==> src/rtl/vga_pkg.sv <==
`default_nettype none
// ============================================================================
// Module   : vga_pkg
// Brief    : Shared text-geometry, ASCII and state definitions for the VGA
//            character terminal writer.
// Revision : 1.0 - initial release
// ============================================================================
package vga_pkg;

    localparam int TEXT_ROWS = 29;
    localparam int TEXT_COLS = 69;

    localparam logic [7:0] CH_SPACE = 8'h20;
    localparam logic [7:0] CH_BS    = 8'h08;
    localparam logic [7:0] CH_LF    = 8'h0A;
    localparam logic [7:0] CH_CR    = 8'h0D;
    localparam logic [7:0] CH_FF    = 8'h0C;

    typedef logic [2:0] color_t;

    typedef enum logic [1:0] {
        ST_IDLE       = 2'd0,
        ST_CLEAR_LINE = 2'd1,
        ST_CLEAR_ALL  = 2'd2
    } term_state_t;

endpackage
`default_nettype wire

==> src/rtl/vga_term_writer.sv <==
`default_nettype none
// ============================================================================
// Module   : vga_term_writer
// Brief    : Byte-stream terminal front end driving the write port of the VGA
//            character memory; tracks a cursor and blanks rows it enters.
// Revision : 1.0 - initial release
// ============================================================================
module vga_term_writer
    import vga_pkg::*;
#(
    parameter int ROWS = TEXT_ROWS,
    parameter int COLS = TEXT_COLS
) (
    input  logic       clk,
    input  logic       rst_n,
    input  logic       in_valid,
    output logic       in_ready,
    input  logic [7:0] in_char,
    input  color_t     in_fg_color,
    input  color_t     in_bg_color,
    output logic       we,
    output logic [4:0] wr_addr,
    output logic [6:0] wc_addr,
    output logic [7:0] w_ascii,
    output color_t     w_fg_color,
    output color_t     w_bg_color,
    output logic [4:0] cursor_row,
    output logic [6:0] cursor_col,
    output logic       busy
);

    localparam logic [4:0] LAST_ROW = 5'(ROWS - 1);
    localparam logic [6:0] LAST_COL = 7'(COLS - 1);

    term_state_t r_state;
    logic [4:0]  r_row;
    logic [6:0]  r_col;
    logic [4:0]  r_clr_row;
    logic [6:0]  r_clr_col;
    color_t      r_fg_lat;
    color_t      r_bg_lat;

    logic        r_we;
    logic [4:0]  r_wr_addr;
    logic [6:0]  r_wc_addr;
    logic [7:0]  r_ascii;
    color_t      r_wfg;
    color_t      r_wbg;

    logic        w_accept;
    logic        w_printable;
    logic [4:0]  w_next_row;

    assign in_ready    = (r_state == ST_IDLE);
    assign busy        = (r_state != ST_IDLE);
    assign w_accept    = in_valid & in_ready;
    assign w_printable = (in_char >= 8'h20) && (in_char <= 8'h7E);
    assign w_next_row  = (r_row == LAST_ROW) ? 5'd0 : r_row + 5'd1;

    assign we         = r_we;
    assign wr_addr    = r_wr_addr;
    assign wc_addr    = r_wc_addr;
    assign w_ascii    = r_ascii;
    assign w_fg_color = r_wfg;
    assign w_bg_color = r_wbg;
    assign cursor_row = r_row;
    assign cursor_col = r_col;

    always_ff @(posedge clk or negedge rst_n) begin
        if (!rst_n) begin
            r_state   <= ST_CLEAR_ALL;
            r_row     <= 5'd0;
            r_col     <= 7'd0;
            r_clr_row <= 5'd0;
            r_clr_col <= 7'd0;
            r_fg_lat  <= 3'b111;
            r_bg_lat  <= 3'b000;
            r_we      <= 1'b0;
            r_wr_addr <= 5'd0;
            r_wc_addr <= 7'd0;
            r_ascii   <= CH_SPACE;
            r_wfg     <= 3'b111;
            r_wbg     <= 3'b000;
        end else begin
            r_we <= 1'b0;
            case (r_state)
                ST_IDLE: begin
                    if (w_accept) begin
                        if (w_printable) begin
                            r_we      <= 1'b1;
                            r_wr_addr <= r_row;
                            r_wc_addr <= r_col;
                            r_ascii   <= in_char;
                            r_wfg     <= in_fg_color;
                            r_wbg     <= in_bg_color;
                            if (r_col < LAST_COL) begin
                                r_col <= r_col + 7'd1;
                            end else begin
                                r_col     <= 7'd0;
                                r_row     <= w_next_row;
                                r_fg_lat  <= in_fg_color;
                                r_bg_lat  <= in_bg_color;
                                r_clr_col <= 7'd0;
                                r_state   <= ST_CLEAR_LINE;
                            end
                        end else begin
                            case (in_char)
                                CH_CR: r_col <= 7'd0;
                                CH_LF: begin
                                    r_col     <= 7'd0;
                                    r_row     <= w_next_row;
                                    r_fg_lat  <= in_fg_color;
                                    r_bg_lat  <= in_bg_color;
                                    r_clr_col <= 7'd0;
                                    r_state   <= ST_CLEAR_LINE;
                                end
                                CH_BS: begin
                                    // Erase the cell the cursor steps back onto
                                    if (r_col != 7'd0) begin
                                        r_col     <= r_col - 7'd1;
                                        r_we      <= 1'b1;
                                        r_wr_addr <= r_row;
                                        r_wc_addr <= r_col - 7'd1;
                                        r_ascii   <= CH_SPACE;
                                        r_wfg     <= in_fg_color;
                                        r_wbg     <= in_bg_color;
                                    end
                                end
                                CH_FF: begin
                                    r_fg_lat  <= in_fg_color;
                                    r_bg_lat  <= in_bg_color;
                                    r_row     <= 5'd0;
                                    r_col     <= 7'd0;
                                    r_clr_row <= 5'd0;
                                    r_clr_col <= 7'd0;
                                    r_state   <= ST_CLEAR_ALL;
                                end
                                default: ;
                            endcase
                        end
                    end
                end
                ST_CLEAR_LINE: begin
                    r_we      <= 1'b1;
                    r_wr_addr <= r_row;
                    r_wc_addr <= r_clr_col;
                    r_ascii   <= CH_SPACE;
                    r_wfg     <= r_fg_lat;
                    r_wbg     <= r_bg_lat;
                    if (r_clr_col == LAST_COL) begin
                        r_clr_col <= 7'd0;
                        r_state   <= ST_IDLE;
                    end else begin
                        r_clr_col <= r_clr_col + 7'd1;
                    end
                end
                ST_CLEAR_ALL: begin
                    r_we      <= 1'b1;
                    r_wr_addr <= r_clr_row;
                    r_wc_addr <= r_clr_col;
                    r_ascii   <= CH_SPACE;
                    r_wfg     <= r_fg_lat;
                    r_wbg     <= r_bg_lat;
                    if (r_clr_col == LAST_COL) begin
                        r_clr_col <= 7'd0;
                        if (r_clr_row == LAST_ROW) begin
                            r_clr_row <= 5'd0;
                            r_state   <= ST_IDLE;
                        end else begin
                            r_clr_row <= r_clr_row + 5'd1;
                        end
                    end else begin
                        r_clr_col <= r_clr_col + 7'd1;
                    end
                end
                default: r_state <= ST_IDLE;
            endcase
        end
    end

endmodule
`default_nettype wire

==> config.mk <==
export PLATFORM = sky130hd
export DESIGN_NAME = vga_term_writer
export DESIGN_NICKNAME = d
export VERILOG_FILES = /design/src/rtl/vga_pkg.sv /design/src/rtl/vga_term_writer.sv
export SDC_FILE = /design/constraint.sdc
export NUM_CORES = 1
export LEC_CHECK = 0
export CAP_MARGIN = 5
export CORE_UTILIZATION = 38
export DETAILED_ROUTE_END_ITERATION = 10
export HOLD_SLACK_MARGIN = 0.15
export MAX_ROUTING_LAYER = met4
export PLACE_DENSITY_LB_ADDON = 0.12
export SLEW_MARGIN = 20
export SYNTH_ARGS = -nofsm -noshare
export SYNTH_HDL_FRONTEND = slang
export SYNTH_SLANG_ARGS = --single-unit
==> constraint.sdc <==
create_clock -name clk -period 2.6 [get_ports clk]
set_clock_uncertainty 0.05 [all_clocks]
set_input_delay 0.52 -clock clk [delete_from_list [all_inputs] [get_ports clk]]
set_output_delay 0.52 -clock clk [all_outputs]
set_load 0.1 [all_outputs]
==> impl_summary.md, run 1 <==
Setup path
The largest stage delay on the critical path is ~0.52 ns. The worst setup path is launched from an input port. The critical path goes through clkdlybuf4s50_1, or3b_2, a211oi_2, a311oi_2, a2111oi_0, a211oi_1. The category of the worst setup path capture point is a flop. In this run the worst path has a maximum fanout of 6.

The register-to-register path setup slack is approximately 0.22 ns. At the worst endpoint, the arrival time is 2.57 ns. The class of the most critical setup path is in -> reg. For this design, the slowest cell found on the critical path is or3b_2.

The required time at the endpoint of the critical path is 2.75 ns.

Placement
The post-detailed-placement half-perimeter wirelength is 6813 um. The cell area reported after detailed placement is 0.004462 sq mm. Including well taps, the total number of placed cells is 560. At the end of routability-driven placement, the weighted congestion stood at slightly above 0.8. The count of input and output buffers is 57.

Yosys
Synthesis produced a netlist whose cell count is 370. The yosys synthesis warning count is 0. The most used flip-flop cell after synthesis is dfrtp_1. The flip-flop and latch count after synthesis is just under 60. The share of flip-flops with an asynchronous set or reset after synthesis is 100.0%. By area, the combinational part of the netlist is dominated by compound AO/OA/AOI/OAI gates. The number of flops mapped to enable cells by yosys is 0.

Summing the areas of all xor and xnor instances in the mapped netlist gives less than 1% of the synthesized area. After synthesis the cells add up to about 0.0036 sq mm. dfrtp_1 is the most common cell in the netlist. The adder-cell share of the synthesized area is ~4.5%. In the post-synthesis netlist, the biggest area contributors are dfrtp_1 (35%), mux2_2 (8.8%), dfstp_2 (5.8%).

The number of nets in the synthesized netlist is 400. The fraction of the yosys area taken by sequential cells is between 40 and 50%. The proportion of synthesized area in mux cells is 9.322%. The cell type with the largest total area after synthesis is dfrtp_1. The area fraction in and, or, nand and nor cells after synthesis is 18.64%. The number of distinct library cell variants in the gate-level netlist after synthesis is 64. The commonest cells after synthesis are dfrtp_1 (51), mux2_2 (28), nand2_1 (28), o21ai_0 (26), inv_1 (24). After synthesis, the mean cell area works out to between 9 and 10 sq um. The share of the synthesized area in compound gates (AO/OA/AOI/OAI) is approximately a fifth. Of the post-synthesis cell area, the dominant cell type holds a little over a third.

Global route
The total overflow left after global routing is 0. The number of antenna violations at the first check in global routing is 0. Entering global routing, the biggest net connects 60 pins. The global-route wire length before repair is approximately 16000 um. Across every metal layer, demand over resource in global routing totals 20.93%.

The via count of the first global-routing pass was roughly 3100.

Route
For this block, the initial DRC count from the detailed router was approximately 160. The routed design has about 9500 um of wire. The count of nets left with antenna violations once routing finished came out at 0. The count of TritonRoute iterations in the first routing pass is 4. The routed via count is around 3200. The detail-routed via count per cell is roughly 5.6. In the final routed layout, each cell accounts on average for approximately 17 um.

The DRC violation count after routing is 0.

Finish
Relative to the synthesized area, the layout overhead comes to 29.95%. Of the cells placed in the final design, the portion with a size suffix greater than 1 is a little over a third. After routing the design area is 0.004674 sq mm.

Leaving out filler cells and counting taps, the final layout contains roughly 580. After the last flow step, the layout net total stands at between 400 and 500. The antenna diode count is 0.

Timing
The final-report hold violation count was 0. Measured against its own limit, the worst slew margin works out to approximately half. The maximum achievable frequency is roughly 0.41 GHz. The number of max-slew violations in the final report came to 0. The final count of negative-setup-slack endpoints is 0.

Setup repair after global routing left no endpoint under its margin. The worst hold slack is between 0.2 and 0.3 ns. The worst path needs 2.425 ns of the cycle, external delays included. The slew of the pin with the lowest slew margin is about 0.78 ns. In the finished design, the share of the clock period the worst path needs comes to approximately 93%.

Clock tree
The clock sink count is about 60. The clock insertion delay at the later pin of the skew report is between 0.3 and 0.4 ns. The cell at the root of the clock tree is clkbuf_8. After clock tree synthesis, the setup repair step added 0 buffers. The number of hold buffers added after CTS is 0. Counting along the longest clock path gives a buffer depth of 2.

The CTS tree is done. The post-cts gate resize count is 0. The level count of the clock H-tree is 3. The number of buffers created by CTS is 9. Clock-pin slew was measured on the worst setup and hold paths at ~0.070 ns.

Die
The boundary pin count is 58. The core region is about 0.0092 sq mm. From left edge to right edge, the die measures around 100 um. The starting density of the core is 39.12%.

The vertical die dimension is 99.30 um. The number of rows in the core area is 35. The die area is between 0.009 and 0.01 sq mm.

Power
For this design the static power due to leakage is 2.049 nW. The peak supply drop is 0.9314 mV. The power density over the cells is between 1000 and 1500 mW/mm^2.

Run status
The flow ran to the end, and the final reports show no timing, DRC or antenna violations.

Run
The max-capacitance violation count is 0.

Worst hold path
In this run the worst hold path is classified as in -> async.
-- flip-flops by register name (all words and copies together), names as in the netlist --
name,flops
wc_addr,7
w_bg_color,3
r_fg_lat,3
r_state,2
wr_addr,5
cursor_col,7
r_clr_row,5
w_fg_color,3
we,1
r_bg_lat,3
r_clr_col,7
w_ascii,8
cursor_row,5
-- where the power goes --
| part | internal, mW | leakage, nW | switching (mW) |
|---|---|---|---|
| clock network | 0.543 | 0.109 | 0.358 |
| registers | 1.21 | 0.765 | 0.201 |
| logic | 0.992 | 1.17 | 2.46 |
| total | 2.75 | 2.05 | 3.01 |
-- path summary, 6_finish.rpt --
check                              start             to  cells past startpoint
setup / recovery              in_char[2]  cursor_col[4]                      6
hold / removal                     rst_n     w_ascii[2]                      2
setup reg to reg           cursor_col[5]  cursor_col[1]                      5
hold reg to reg              r_bg_lat[1]    r_bg_lat[1]                      1
max in group asynchronous          rst_n     wc_addr[4]                      2
min in group clk             r_bg_lat[1]    r_bg_lat[1]                      1
-- routing by layer --
| metal | routed length (um) | part of all wire [%] | vias to the layer above | track usage (%) |
|---|---|---|---|---|
| met5 | 0 | 0 | - | - |
| met4 | 103 | 1.1 | 0 | 7.014 |
| met3 | 438 | 4.6 | 10 | 4.708 |
| met2 | 4460 | 47 | 93 | 33.28 |
| met1 | 4492 | 47 | 1544 | 26.39 |
| li1 | - | - | 1561 | - |
-- area by class of cell --
type,count,area [sq um]
Multi-Input combinational cell,272,1964
Sequential cell,59,1486
Timing Repair Buffer,94,778.2
Inverter,24,93.84
Tap cell,111,138.9
Clock buffer,14,182.7
Fill cell,912,4522
Clock inverter,1,30.03
-- critical path, delay by kind of cell --
| kind | cells | cell delay [ns] |
|---|---|---|
| AO/OA/AOI/OAI | 4 | 1.03 |
| AND/OR/NAND/NOR | 1 | 0.52 |
| buffers and inverters | 1 | 0.51 |
-- metrics by stage --
step	util, %	power, mW	setup slack (ns)	TNS, ns
global placement	48.52	4.860	-0.09958	-1.823
global route	50.83	6.071	0.05029	0
CTS	50.83	5.797	0.1836	0
finish	50.83	5.764	0.1751	0
detailed placement	48.52	4.879	-0.1739	-3.455
floorplan	-	4.026	0.01680	0
-- layout by cell type, fill, tap and decap left out, types with 2 or more instances in the layout --
cell type / Yosys / final
a21oi_1: 9 / 8
mux2i_1: 2 / 2
buf_12: 0 / 3
ha_1: 13 / 12
a32o_1: 3 / 3
or2_2: 5 / 5
or2_1: 2 / 2
o211ai_1: 2 / 2
xnor2_1: 2 / 2
a211oi_1: 6 / 6
and3_1: 12 / 12
dfstp_2: 8 / 8
nand3_1: 20 / 20
o21ai_1: 3 / 3
dfrtp_1: 51 / 51
nand4_1: 4 / 4
nor4_1: 2 / 2
o41ai_1: 6 / 6
nand2b_1: 4 / 4
nor2_1: 17 / 17
o22ai_1: 3 / 3
a21oi_2: 2 / 3
a2111oi_0: 5 / 5
buf_4: 0 / 75
nor2b_1: 4 / 4
a31o_2: 8 / 8
mux2_2: 28 / 28
inv_1: 24 / 23
o21ai_2: 2 / 2
nand2_1: 28 / 28
clkdlybuf4s50_1: 0 / 15
clkbuf_8: 0 / 13
a221oi_1: 6 / 6
a22o_1: 2 / 2
and2_1: 3 / 3
o21ai_0: 26 / 26
o31ai_1: 5 / 5
nor3_1: 11 / 11
-- logic make-up (layout without fill, tap and decap cells) --
| logic type | Yosys count | count (layout) |
|---|---|---|
| compound gates | 102 | 102 |
| xor+xnor | 2 | 2 |
| fa+ha+maj | 13 | 13 |
| buf+inv | 39 | 133 |
| flops | 59 | 59 |
| mux | 30 | 30 |
| simple gates | 125 | 125 |
Power figures use the tool's default switching activity.
==> inputs of run 2 (changes only) <==
--- a/config.mk
+++ b/config.mk
@@ -7,6 +7,7 @@
 export LEC_CHECK = 0
 export CAP_MARGIN = 5
 export CORE_UTILIZATION = 38
+export CTS_BUF_LIST = sky130_fd_sc_hd__clkbuf_4
 export DETAILED_ROUTE_END_ITERATION = 10
 export HOLD_SLACK_MARGIN = 0.15
 export MAX_ROUTING_LAYER = met4
==> impl_summary.md, run 2 (synthesized netlist as in run 1, its figures left out) <==
Finish
The area taken by flip-flops and latches is 0.001486 sq mm (unchanged). Leaving out fill and tap cells, the most frequent cell in the layout is buf_4. The utilization of the core after routing is 49.82% (-1.0 points). The relative area change from synthesis to final layout is 27.37%. The filler cell count in the final layout is 932 (+2.2%). The share of cells above drive strength 1 was 34.27% (-0.65 points).

The cell area after layout is 0.004582 sq mm (-2.0%). The final layout net count is 490 (unchanged). In the layout the commonest cells are buf_4 (75), dfrtp_1 (51), nand2_1 (28), mux2_2 (28), o21ai_0 (26). The number of flip-flops under the largest register name is 8 (unchanged). The multi-input gate area in the final layout is 0.001964 sq mm (unchanged). The antenna diode count is 0 (unchanged).

Power
The share of power burned in the clock network is 11.3% (-4.3 points). The power density over the cells is 1196 mW/mm^2 (-3.0%). The fraction of power spent switching nets came to 54.57% (+2.3 points). The net switching component of the power is 2.991 mW (-0.79%).

The combinational cell fraction of total power came to 62.9% (+3.1 points). The total internal power is 2.490 mW (-9.4%). The peak supply drop is 0.8463 mV (-9.1%). The share of power burned in registers came to 25.8% (+1.2 points).

The static power due to leakage was 2.006 nW (-2.1%).

Die
The vertical die dimension is 99.30 um (unchanged). The number of rows in the core area was 35 (unchanged). The boundary pin count is 58 (unchanged). The width of the die is 99.30 um (unchanged). The area of the core region is 0.009196 sq mm (unchanged). The die area is 0.009860 sq mm (unchanged).

The starting density of the core came to 39.12% (unchanged).

Timing
The final-report hold violation count came to 0 (unchanged). The maximum achievable frequency is 0.4140 GHz (+0.38%). The clock period minus final worst setup slack is 2.416 ns (-0.009139 ns). The worst setup margin came to 0.1843 ns (+0.009139 ns). Setup repair after global routing left no endpoint under its margin. The headroom to the max-slew limit came to 48.06% (-0.066 points). The slew of the pin with the lowest slew margin is 0.7791 ns (+0.0009865 ns). The number of max-slew violations in the final report came to 0 (unchanged). The final count of negative-setup-slack endpoints was 0 (unchanged). The final cycle utilization of the critical path came to 92.91% (-0.35 points).

Route
The count of routing violations after the opening detailed-route iteration is 180 (+11%). The detail-routed via count per cell is 5.569 (-0.19%). The routed wire length per instance is 16.40 um (-0.68%).

The count of TritonRoute iterations in the first routing pass is 4 (unchanged). The total length of routed wires is 9429 um (-0.68%). The remaining antenna violation count is 0 (unchanged).

The routed via count is 3202 (-0.19%). The DRC violation count after routing is 0 (unchanged).

Clock tree
In this run the clock root is driven by a clkbuf_4. The clock insertion delay at the later pin of the skew report is 0.42 ns (+0.08 ns). The number of hold buffers added after CTS is 0 (unchanged). The maximum clock path buffer count is 2 (unchanged). The number of buffers created by CTS is 9 (unchanged). The clock sink count is 59 (unchanged). The level count of the clock H-tree is 3 (unchanged). The clock slew seen by the registers of the worst setup and hold paths is 0.12 ns (+0.05 ns).

The post-cts gate resize count is 0 (unchanged). The number of post-CTS setup repair buffers is 0 (unchanged). The CTS tree is done.

Placement
The routability congestion estimate is 0.8175 (unchanged). The cell area reported after detailed placement came to 0.004462 sq mm (unchanged). The post-detailed-placement half-perimeter wirelength is 6813 um (unchanged). The minimum setup slack after placement was -0.1739 ns (unchanged). The count of input and output buffers is 57 (unchanged).

Setup path
The required time at the endpoint of the critical path is 2.82 ns (+0.07 ns). The type of origin of the critical path is a flop. The arrival time of the worst setup path is 2.63 ns (+0.06 ns). The setup path with the least slack is of type reg -> reg.

The worst setup path is captured at a flop. The maximum fanout along the worst path came to 7 (+1).

Global route
The aggregate global routing overflow came to 0 (unchanged). The overall fraction of global-route tracks in use is 20.62% (-0.31 points). The largest net degree at the start of global routing is 60 (unchanged).

The via count of the first global-routing pass is 3111 (-0.70%). The number of antenna violations at the first check in global routing is 0 (unchanged). The global-route wire length before repair came to 15530 um (-0.75%).

Run status
The flow ran to the end, and the final reports show no timing, DRC or antenna violations.

Worst hold path
In this run the worst hold path is classified as in -> async.

Run
The max-capacitance violation count is 0 (unchanged).
[run 2: cell count changes in the layout (fill, tap and decap cells not counted), sizes merged]
cell    delta
clkinv     +4
clkbuf     -4
[run 2: final cells by class]
cell class	instances	area share (%)
multi-input cells	272	42.87
well taps	111	3.031
inverters	24	2.048
clock inverters	5	0.9831
clock buffers	10	1.638
repair buffers	94	16.99
flip-flops and latches	59	32.44
[run 2: worst paths after layout]
path,startpoint,to,slack [ns],depth (start not counted)
max,cursor_col[4],cursor_col[1],0.18,5
min,rst_n,cursor_col[6],0.22,2
max reg2reg,cursor_col[4],cursor_col[1],0.18,5
min reg2reg,wc_addr[5],wc_addr[5],0.46,2
max in group asynchronous,rst_n,r_clr_col[4],1.77,2
min in group clk,wc_addr[5],wc_addr[5],0.46,2
[run 2: power by group through the flow]
stage | combinational [mW] | sequential (mW) | clock, mW
floorplan | 1.25 | 2.78 | 0
global placement | 3.43 | 1.43 | 0
detailed placement | 3.45 | 1.43 | 0
CTS | 3.46 | 1.41 | 0.642
global route | 3.64 | 1.45 | 0.689
finish | 3.45 | 1.41 | 0.622
[run 2: through the flow]
step / TNS (ns) / power (mW) / std cells / hold WS, ns
detailed placement: -3.455 / 4.879 / 560 / 0.4423
floorplan: 0 / 4.026 / 370 / 0.1744
global placement: -1.823 / 4.860 / 560 / 0.4343
finish: 0 / 5.481 / 575 / 0.2174
CTS: 0 / 5.514 / 575 / 0.2346
global route: 0 / 5.781 / 575 / 0.2725
[run 2: metal layers]
layer / track usage (%) / wire, um / vias to the layer above / share of wire, %
met5: - / 0 / - / 0
met3: 5.060 / 457 / 16 / 4.8
met4: 5.090 / 144 / 0 / 1.5
met2: 32.96 / 4384 / 85 / 46
li1: - / - / 1564 / -
met1: 26.30 / 4442 / 1537 / 47
[run 2: critical path, stage by stage (launching register included)]
cell and delay [ns]:
dfrtp_1 0.43, nor4_1 0.51, nand3_1 0.24, a31o_2 0.32, o21ai_1 0.52, o21ai_0 0.19
